==> config.mk <==
export PLATFORM = sky130hd
export DESIGN_NAME = multicycle_controller
export DESIGN_NICKNAME = d
export VERILOG_FILES = /design/src/rtl/multicycle_controller.sv
export SDC_FILE = /design/constraint.sdc
export NUM_CORES = 1
export LEC_CHECK = 0
export CAP_MARGIN = 20
export CORE_ASPECT_RATIO = 1.4
export CORE_MARGIN = 2
export CORE_UTILIZATION = 51
export CTS_CLUSTER_DIAMETER = 80
export DETAILED_ROUTE_END_ITERATION = 12
export PLACE_DENSITY_LB_ADDON = 0.05
export SLEW_MARGIN = 20
export SYNTH_ARGS = -nofsm -noshare
export SYNTH_HDL_FRONTEND = slang
export SYNTH_SLANG_ARGS = --single-unit
==> constraint.sdc <==
create_clock -name clock -period 2.95 [get_ports clock]
set_clock_uncertainty 0.2 [all_clocks]
set_input_delay 0.4425 -clock clock [delete_from_list [all_inputs] [get_ports clock]]
set_output_delay 0.4425 -clock clock [all_outputs]
set_load 0.01 [all_outputs]
==> src/rtl/multicycle_controller.sv <==
// Multicycle Moore sequencer for the 16-bit MIPS datapath: FETCH/DECODE/EXEC/MEM/WB/BRANCH/HALT.
// Latency incl. FETCH: R-type/addi 4, lw 5+W, sw 4+W, beq/bne 3, undefined 2, halt word 2 then HALT.
// Backpressure: MEM holds while mem_ready is low; outputs never depend on mem_ready.
//
// Ports:
//   clock, resetn                   - clock and asynchronous active-low reset
//   Op, is_halt, Zero, mem_ready    - IR opcode, halt-word detect, ALU zero, memory handshake
//   IRWrite..MemWrite, ALUControl   - datapath strobes (forced low while resetn = 0)
//   state, halted                   - current state encoding, HALT indicator
//   cycle_count, instr_count        - wrapping performance counters, frozen in HALT
module multicycle_controller #(
  parameter int CNT_W = 16
) (
  input  logic             clock,
  input  logic             resetn,
  input  logic [3:0]       Op,
  input  logic             is_halt,
  input  logic             Zero,
  input  logic             mem_ready,
  output logic             IRWrite,
  output logic             PCWrite,
  output logic             PCSrc,
  output logic             RegDst,
  output logic             ALUSrc,
  output logic             MemtoReg,
  output logic             RegWrite,
  output logic             MemRead,
  output logic             MemWrite,
  output logic [3:0]       ALUControl,
  output logic [2:0]       state,
  output logic             halted,
  output logic [CNT_W-1:0] cycle_count,
  output logic [CNT_W-1:0] instr_count
);

  typedef enum logic [2:0] {
    S_FETCH   = 3'd0,
    S_DECODE  = 3'd1,
    S_EXEC    = 3'd2,
    S_MEM     = 3'd3,
    S_WB      = 3'd4,
    S_BRANCH  = 3'd5,
    S_HALT    = 3'd6,
    S_ILLEGAL = 3'd7
  } state_t;

  state_t state_q, state_d;

  // Opcode classes
  logic is_rtype, is_addi, is_lw, is_sw, is_beq, is_bne, is_imm;
  logic [3:0] alu_op;

  assign is_rtype = (Op <= 4'd6);
  assign is_addi  = (Op == 4'd7);
  assign is_lw    = (Op == 4'd8);
  assign is_sw    = (Op == 4'd9);
  assign is_beq   = (Op == 4'd10);
  assign is_bne   = (Op == 4'd11);
  assign is_imm   = is_addi | is_lw | is_sw;

  always_comb begin
    alu_op = 4'b0000;
    case (Op)
      4'd0, 4'd7, 4'd8, 4'd9: alu_op = 4'b0010;
      4'd1, 4'd10, 4'd11:     alu_op = 4'b0110;
      4'd2:                   alu_op = 4'b0000;
      4'd3:                   alu_op = 4'b0001;
      4'd4:                   alu_op = 4'b1100;
      4'd5:                   alu_op = 4'b1101;
      4'd6:                   alu_op = 4'b0111;
      default:                alu_op = 4'b0000;
    endcase
  end

  always_ff @(posedge clock or negedge resetn) begin
    if (!resetn) state_q <= S_FETCH;
    else         state_q <= state_d;
  end

  // Ungated strobe values; gated with resetn below
  logic       irwrite_c, pcwrite_c, pcsrc_c, regdst_c, alusrc_c;
  logic       memtoreg_c, regwrite_c, memread_c, memwrite_c;
  logic [3:0] aluctl_c;

  always_comb begin
    state_d    = S_FETCH;
    irwrite_c  = 1'b0;
    pcwrite_c  = 1'b0;
    pcsrc_c    = 1'b0;
    regdst_c   = 1'b0;
    alusrc_c   = 1'b0;
    memtoreg_c = 1'b0;
    regwrite_c = 1'b0;
    memread_c  = 1'b0;
    memwrite_c = 1'b0;
    aluctl_c   = 4'b0000;
    case (state_q)
      S_FETCH: begin
        irwrite_c = 1'b1;
        pcwrite_c = 1'b1;
        state_d   = S_DECODE;
      end
      S_DECODE: begin
        if (is_halt)                  state_d = S_HALT;
        else if (is_rtype || is_imm)  state_d = S_EXEC;
        else if (is_beq || is_bne)    state_d = S_BRANCH;
        else                          state_d = S_FETCH;
      end
      S_EXEC: begin
        aluctl_c = alu_op;
        alusrc_c = is_imm;
        state_d  = (is_lw || is_sw) ? S_MEM : S_WB;
      end
      S_MEM: begin
        // Address stays on the ALU for the whole access
        alusrc_c   = 1'b1;
        aluctl_c   = 4'b0010;
        memread_c  = is_lw;
        memwrite_c = is_sw;
        if (!mem_ready) state_d = S_MEM;
        else            state_d = is_lw ? S_WB : S_FETCH;
      end
      S_WB: begin
        regwrite_c = 1'b1;
        regdst_c   = is_rtype;
        memtoreg_c = is_lw;
        aluctl_c   = alu_op;
        alusrc_c   = is_imm;
        state_d    = S_FETCH;
      end
      S_BRANCH: begin
        aluctl_c  = 4'b0110;
        pcsrc_c   = 1'b1;
        pcwrite_c = (is_beq & Zero) | (is_bne & ~Zero);
        state_d   = S_FETCH;
      end
      S_HALT:  state_d = S_HALT;
      default: state_d = S_FETCH;
    endcase
  end

  // Gating with resetn drops any pending write the instant reset asserts,
  // before the async state reset lands in FETCH with IRWrite/PCWrite high.
  assign IRWrite    = resetn & irwrite_c;
  assign PCWrite    = resetn & pcwrite_c;
  assign PCSrc      = resetn & pcsrc_c;
  assign RegDst     = resetn & regdst_c;
  assign ALUSrc     = resetn & alusrc_c;
  assign MemtoReg   = resetn & memtoreg_c;
  assign RegWrite   = resetn & regwrite_c;
  assign MemRead    = resetn & memread_c;
  assign MemWrite   = resetn & memwrite_c;
  assign ALUControl = resetn ? aluctl_c : 4'b0000;
  assign state      = state_q;
  assign halted     = (state_q == S_HALT);

  always_ff @(posedge clock or negedge resetn) begin
    if (!resetn) begin
      cycle_count <= '0;
      instr_count <= '0;
    end else begin
      if (state_q != S_HALT) cycle_count <= cycle_count + CNT_W'(1);
      // FETCH always advances to DECODE, so every FETCH retires one fetch
      if (state_q == S_FETCH) instr_count <= instr_count + CNT_W'(1);
    end
  end

endmodule
==> results.md, run 1 <==
- The run finished with clean final reports.
- The TritonCTS clock tree is done.
- Tracing the worst setup path back leads to its startpoint at Op[3].
- The count of inserted antenna diode cells is 0.
- In the finished design, the share of the clock period the worst path needs comes to between 90% and 100%.
- The total nets after synthesis is between 200 and 250.
- STA classifies the critical path startpoint as a primary input.
- The residual DRC count is 0.
- Once layout is complete, the utilization of the core stands at 74.5%.
- The final standard cell count with taps included and fillers excluded is a little over 300.
- Sequential cells account for 36.7% of the total power.
- The maximum buffer depth of the clock tree is 2.
- Setup violations remaining at the end of the flow were counted as 0.
- The number of flops mapped to enable cells by yosys is 0.
- The post-route netlist has 11.8% of its cells at a drive strength greater than 1.
- The first TritonRoute pass finished after 6 iterations.
- In this run the mean area of a mapped cell was 10.1 sq um.
- Synthesis handed over a netlist of 193 instances.
- The count of max-cap constraint violations is 0.
- The final routed wirelength across all metal layers is 4370 um.
- The initial utilization of the core area, before any placement, comes to a little over half.
- The number of antenna violations at the first check in global routing is 0.
- The highest net fanout along the worst path is 7.
- Once the clock tree was built, the setup fixing pass inserted 0 buffers.
- The standby leakage power is 1.22 nW.
- The largest net degree at the start of global routing is 33.
- The worst setup path is captured at an output port.
- After floorplanning, the core was divided into 26 placement rows.
- Per report_power, the clock group accounts for around a fifth of the total.
- The area growth from synthesis to layout is 39.9%.
- The worst register-to-register path begins at state[0]$_DFF_PN0_.
- The final-report hold violation count was 0.
- For this design the ratio of total power to cell area is 735 mW/mm^2.
- In this run, distinct cell masters in the synthesized netlist total 42.
- The detail route stage leaves a number of antenna-violating nets equal to 0.
- Global routing used 21.2% of the available tracks.
- The depth of the CTS H-tree is 2.
- For this design the total switching power over the nets is 0.000708 W.
- The worst-case IR drop observed on VDD is 0.492 mV.
- The cell area that synthesis handed to floorplanning was 0.00196 sq mm.
- The number of top-level pins is 58.
- The most common cell after layout, fill and taps aside is sky130_fd_sc_hd__clkdlybuf4s50_1.
- The number of buffers added by the clock tree synthesis step is 5.
- The overflow left after global routing is 0.
- During synthesis, Yosys emitted a total of 0 warnings.
- The design draws 0.00201 W.
- After detailed routing, the average wire length per cell comes to 14.3 um.
- The vias per cell is 5.44.
- At the worst endpoint, the required time is 2310 ps.
- The number of cells on the worst reg-to-reg path is 5.
- The die extent in x is between 50 and 60 um.
- The worst slew margin relative to its limit is approximately 73%.
- The estimated wirelength of the detail-placed design is 3280 um.
- The die is 77.3 um tall.
- The first global-routing pass estimated 7310 um of wire.
- In the layout the commonest cells are 53 x sky130_fd_sc_hd__clkdlybuf4s50_1, 35 x sky130_fd_sc_hd__dfrtp_1, 17 x sky130_fd_sc_hd__nand2_1, 17 x sky130_fd_sc_hd__xnor2_1, 15 x sky130_fd_sc_hd__nor2_1.
- The maximum clock rate is 0.362 GHz.
- The worst register-to-register path ends at cycle_count[9]$_DFFE_PN0N_.
- Of the total power, combinational logic draws 42.0%.
- The weighted congestion at the end of routability-driven global placement is a little over 0.8.
- The arrival time reported for the critical path endpoint is 2120 ps.
- By startpoint and endpoint, the worst setup path is classified as in -> out.
- For this run, the leading register cell type out of synthesis is sky130_fd_sc_hd__dfrtp_1.
- In this run, the number of DRC markers left after iteration 0 of detailed routing was 40.
- During placement, the flow inserted port buffers numbering 57.
- The area of the placeable core is 0.00368 sq mm.
- The setup slack of the worst register-to-register path is 990 ps.
- The placed instance count is 296.
- CTS saw 35 sinks.
- The minimum period implied by the final worst setup slack is about 2800 ps.
- The total via count after detailed routing is 1,658.
- After clock tree synthesis, the clock-pin slew on the worst setup and hold paths is approximately 80 ps.
- The die covers around 0.0044 sq mm.
- The clock latency at the later pin of the worst-skew pair is between 200 and 300 ps.
- OpenSTA, run right after detailed placement, puts the worst setup slack at -2.17 ps.
- The number of synthesized register bits is 35.
- Across all setup checks in the final design, the least slack found is 185 ps.
- The count of pins over their slew limit was 0.
- The min-delay analysis places its worst path in the category in -> async.
- The final net count is 279.
- The fraction of power spent switching nets is 35.2%.
- Clock tree synthesis selected as its root buffer the cell sky130_fd_sc_hd__clkbuf_8.
- The via count of the first global-routing pass was 1,646.
- Hold is met by 73.6 ps.
- For the pin with the worst max-slew slack, the measured transition is around 410 ps.
- The internal power of the cells totals 0.00131 W.
- Setup repair after global routing left no endpoint under its margin.
- After synthesis, the share of flip-flops with an asynchronous set or reset is 100%.
- The register area share after synthesis is 44.7%.
==> routing by layer <==
layer	share of wire, %	vias up	routed length, um	GRT usage, %
met2	53	47	2310	38.2
met5	0	-	0	0
met4	1.6	0	70	7.62
met1	40	802	1770	23.5
met3	5.1	7	223	5.56
li1	-	802	-	-
==> registers in the layout, summed over array words and instances (netlist names) <==
name,flops
state,3
cycle_count,16
instr_count,16
==> worst max path at each step <==
stage	to	slack, ps
2_1_floorplan	ALUControl[3]	940
3_3_place_gp	PCWrite	60
3_5_place_dp	PCWrite	-2
4_1_cts	ALUSrc	50
5_1_grt	ALUControl[1]	60
6_report	ALUControl[1]	190
==> Yosys cell counts (all sizes together) (4+ instances only) <==
cell / count / area (sq um)
nor3: 8 / 61.3
xor2: 13 / 114
nand2b: 5 / 31.3
nand2: 17 / 63.8
nand4: 8 / 65.1
inv: 9 / 33.8
dfrtp: 35 / 876
and3: 4 / 25.0
and2: 4 / 25.0
xnor2: 17 / 149
ha: 8 / 100
nand3: 10 / 55.1
nor2: 15 / 56.3
==> power by group through the flow <==
stage | Clock (W) | Combinational, W | Sequential [W]
2_1_floorplan | 0 | 0.000403 | 0.000777
3_3_place_gp | 0 | 0.000830 | 0.000744
3_5_place_dp | 0 | 0.000844 | 0.000748
4_1_cts | 0.000434 | 0.000852 | 0.000739
5_1_grt | 0.000455 | 0.000920 | 0.000763
6_report | 0.000429 | 0.000845 | 0.000739
==> cell families (layout without fill, tap and decap cells) <==
logic type,after synthesis,count (layout),share of synthesized area [%]
AO/OA/AOI/OAI,16,16,5.56
XOR/XNOR,30,30,13.4
adder cells (fa/ha/maj),8,8,5.11
buffers and inverters,13,83,2.94
flip-flops,35,35,44.7
multiplexers,4,4,2.24
AND/OR/NAND/NOR,87,87,26.0
==> what timing repair did <==
action / 4_1_cts / 5_1_grt
hold buffers: 1 / 0
gates resized for setup: 1 / 3
hold endpoints to repair: 3 / 0
endpoints found under the setup margin: 1 / 3
==> worst max-delay path, stage by stage <==
cell                              delay (ps)
sky130_fd_sc_hd__clkdlybuf4s50_1         580
sky130_fd_sc_hd__nor2b_1                 160
sky130_fd_sc_hd__buf_4                   160
sky130_fd_sc_hd__a21oi_1                  50
sky130_fd_sc_hd__o21ai_0                 170
sky130_fd_sc_hd__clkdlybuf4s50_1         560
==> layout make-up <==
cell class / count / area (sq um)
Inverter: 9 / 33.8
Clock inverter: 3 / 43.8
Tap cell: 42 / 52.6
Clock buffer: 5 / 68.8
Multi-Input combinational cell: 145 / 1020
Sequential cell: 35 / 876
Timing Repair Buffer: 66 / 639
Fill cell: 278 / 937
==> per-stage QoR <==
step	TNS, ps	cell area, sq um
2_1_floorplan	0	1960
3_3_place_gp	0	2610
3_5_place_dp	-2.17	2610
4_1_cts	0	2730
5_1_grt	0	2740
6_report	0	2740
(Power assumes the default switching activity.)
==> run 2, diff against run 1 <==
Settings changed: CAP_MARGIN 20 to default, CORE_UTILIZATION 51 to 47.
Clock period 2.95 ns to 2.8 ns, I/O delays scaled along.
==> results.md, run 2 (synthesis gave the netlist of run 1 again) <==
- Counting instances, the worst hold path has a depth of 1.
- The final net count is around 290.
- The arrival time reported for the critical path endpoint is 2090 ps.
- Power comes to 0.00212 W.
- Across all setup checks in the final design, the least slack found is 93.6 ps.
- The weighted congestion at the end of routability-driven global placement is just over 0.8.
- The worst hold path terminates at cycle_count[15]$_DFFE_PN0N_.
- The highest net fanout along the worst path is 16.
- The count of pins over their slew limit came to 0.
- The final-report hold violation count was 0.
- The die extent in x is between 50 and 60 um.
- The overflow left after global routing is 0.
- Entering global routing, the biggest net connects 23 pins.
- The via count of the first global-routing pass was about 1.6k.
- The floorplan step defined a die boundary enclosing 0.00471 sq mm.
- The multi-input combinational cells in the finished layout cover a total of 0.00104 sq mm.
- The average detailed-routed wire length per instance is 13.7 um.
- The critical hold path startpoint is cycle_count[15]$_DFFE_PN0N_.
- The min-delay analysis places its worst path in the category reg -> reg.
- The highest layer touched by signal routing is met4.
- Data on the critical path is required at its endpoint by 2180 ps.
- The number of fillers in the final layout is around 330.
- The tool flagged a number of max-cap violations equal to 0.
- The critical path class is in -> out.
- In this run the critical register-to-register path is launched from state[0]$_DFF_PN0_.
- The kind of end point of the critical path is an output port.
- The setup slack of the worst register-to-register path is 950 ps.
- The post-route netlist has 14.8% of its cells at a drive strength greater than 1.
- The clock tree synthesis step divided the H-tree into 2 levels.
- The number of antenna violations at the first check in global routing is 0.
- Setup repair after global routing left no endpoint under its margin.
- The clock net in this run drives a total of 35 sinks.
- The power density of the placed cells is 756 mW/mm^2.
- The routed length on met3 is approximately 240 um.
- STA classifies the critical path startpoint as a primary input.
- The TritonCTS clock tree is done.
- Buffers placed on the I/O ports in this run total 57.
- The area taken by flip-flops and latches is 876 sq um.
- The longest clock path from root to sink contains 2 buffers.
- The residual DRC count is 0.
- The count of inserted antenna diode cells is 0.
- Once the floorplan was initialized, standard cells occupied 49.5% of the core.
- The total via count after detailed routing is 1,652.
- The standby leakage power is 1.33 nW.
- The number of setup violations in the final report is 0.
- In the finished design, the share of the clock period the worst path needs comes to 96.7%.
- After routing, the total negative slack on setup checks comes to 0 ps.
- The total iterations of the first detailed-routing run is 4.
- OpenSTA, run right after detailed placement, puts the worst setup slack at -39.4 ps.
- The floorplan step set the die height to 80.4 um.
- Clock-pin slew was measured on the worst setup and hold paths at 70 ps.
- The routed wire length on met2 is between 2000 and 2500 um.
- The worst register-to-register path ends at cycle_count[12]$_DFFE_PN0N_.
- The total track usage is 19.4%.
- The residual antenna-violating net count after detailed routing is 0.
- The clock latency at the later pin of the worst-skew pair is 280 ps.
- The first global-routing pass estimated 7090 um of wire.
- For this block, the routed nets add up to about 4300 um of wire.
- In the layout the commonest cells are 48 x sky130_fd_sc_hd__clkdlybuf4s50_1, 35 x sky130_fd_sc_hd__dfrtp_1, 17 x sky130_fd_sc_hd__nand2_1, 17 x sky130_fd_sc_hd__xnor2_1.
- The detailed router put a total of 1880 um of wire on met1.
- The most common cell after layout, fill and taps aside is sky130_fd_sc_hd__clkdlybuf4s50_1.
- The minimum period implied by the final worst setup slack is 2710 ps.
- The worst slew margin relative to its limit is 73.1%.
- In the routed layout, each cell is associated on average with a via count of between 5 and 6.
- The run finished with clean final reports.
- Pin placement for this block handled 58 I/O pins.
- The root buffer cell chosen for the clock tree is sky130_fd_sc_hd__clkbuf_8.
- The largest vdd supply drop is between 0.7 and 0.8 mV.
- The number of cells on the worst reg-to-reg path is 5.
- For this block, the initial DRC count from the detailed router was 74.
- The core region is between 0.003 and 0.004 sq mm.
- On the final layout, the worst hold slack is 273 ps.
- The area growth from synthesis to layout is 43.3%.
- The slew at the pin closest to its max-slew limit is 403 ps.
- The number of buffers added by the clock tree synthesis step is 5.
- The number of placement rows is 27.
- The maximum clock rate is 0.369 GHz.
- The HPWL after detailed placement is 3280 um.
run 2: cell types whose count changed in the layout (fill, tap and decap cells not counted):
| cell | previous run | this run |
|---|---|---|
| sky130_fd_sc_hd__nor2b_4 | 0 | 1 |
| sky130_fd_sc_hd__dlymetal6s2s_1 | 2 | 4 |
| sky130_fd_sc_hd__buf_4 | 8 | 15 |
| sky130_fd_sc_hd__nor2b_1 | 3 | 2 |
| sky130_fd_sc_hd__dlygate4sd2_1 | 1 | 4 |
| sky130_fd_sc_hd__a211oi_1 | 2 | 1 |
| sky130_fd_sc_hd__a211oi_2 | 0 | 1 |
| sky130_fd_sc_hd__clkdlybuf4s50_1 | 53 | 48 |
run 2: what timing repair did:
item,CTS,global route
endpoints found under the hold margin,13,0
hold buffers,1,0
resized for setup,6,6
pin swaps,1,0
setup endpoints to repair,7,5
setup buffers,0,0
run 2: area by class of cell:
cell class	count	share of cell area [%]
clock buffers	5	2.45
clock inverters	3	1.56
inverters	9	1.20
multi-input cells	145	37.0
flip-flops and latches	35	31.2
well taps	43	1.92
repair buffers	73	24.7
run 2: critical path, cell delays in order:
cell	delay, ps
sky130_fd_sc_hd__buf_2	100
sky130_fd_sc_hd__dlygate4sd3_1	560
sky130_fd_sc_hd__buf_4	230
sky130_fd_sc_hd__nand3_1	120
sky130_fd_sc_hd__inv_1	90
sky130_fd_sc_hd__clkdlybuf4s50_1	550
run 2: report_power, final:
group / internal [W] / switching [W] / total [W]
clock network: 0.000265 / 0.000178 / 0.000443
registers: 0.000623 / 0.000159 / 0.000782
logic: 0.000487 / 0.000409 / 0.000896
total: 0.00137 / 0.000746 / 0.00212
run 2: worst max path at each step:
stage	startpoint	to	cells after the start
after floorplan	state[2]$_DFF_PN0_	ALUControl[3]	4
after global placement	Op[0]	PCWrite	6
after detailed placement	Op[0]	PCWrite	6
after CTS	Op[1]	ALUControl[2]	6
after global routing	resetn	RegWrite	6
final	resetn	RegWrite	6
run 2: stage by stage:
step                cell area, sq um  utilization (%)  instances
detailed placement              2670             67.5        304
floorplan                       1960                -        193
global route                    2810             71.0        313
finish                          2810             71.0        313
CTS                             2790             70.6        313
global placement                2670             67.5        304
run 2: routing by layer:
layer / GRT usage, % / vias to the layer above
met5: 0 / -
li1: - / 813
met4: 5.58 / 0
met1: 23.0 / 785
met2: 34.0 / 48
met3: 4.83 / 6
==> run 3, diff against run 2 <==
Settings changed: CAP_MARGIN from default to 10.
==> results of run 3 <==
The final DEF is identical to that of run 2; final timing and power are the same.
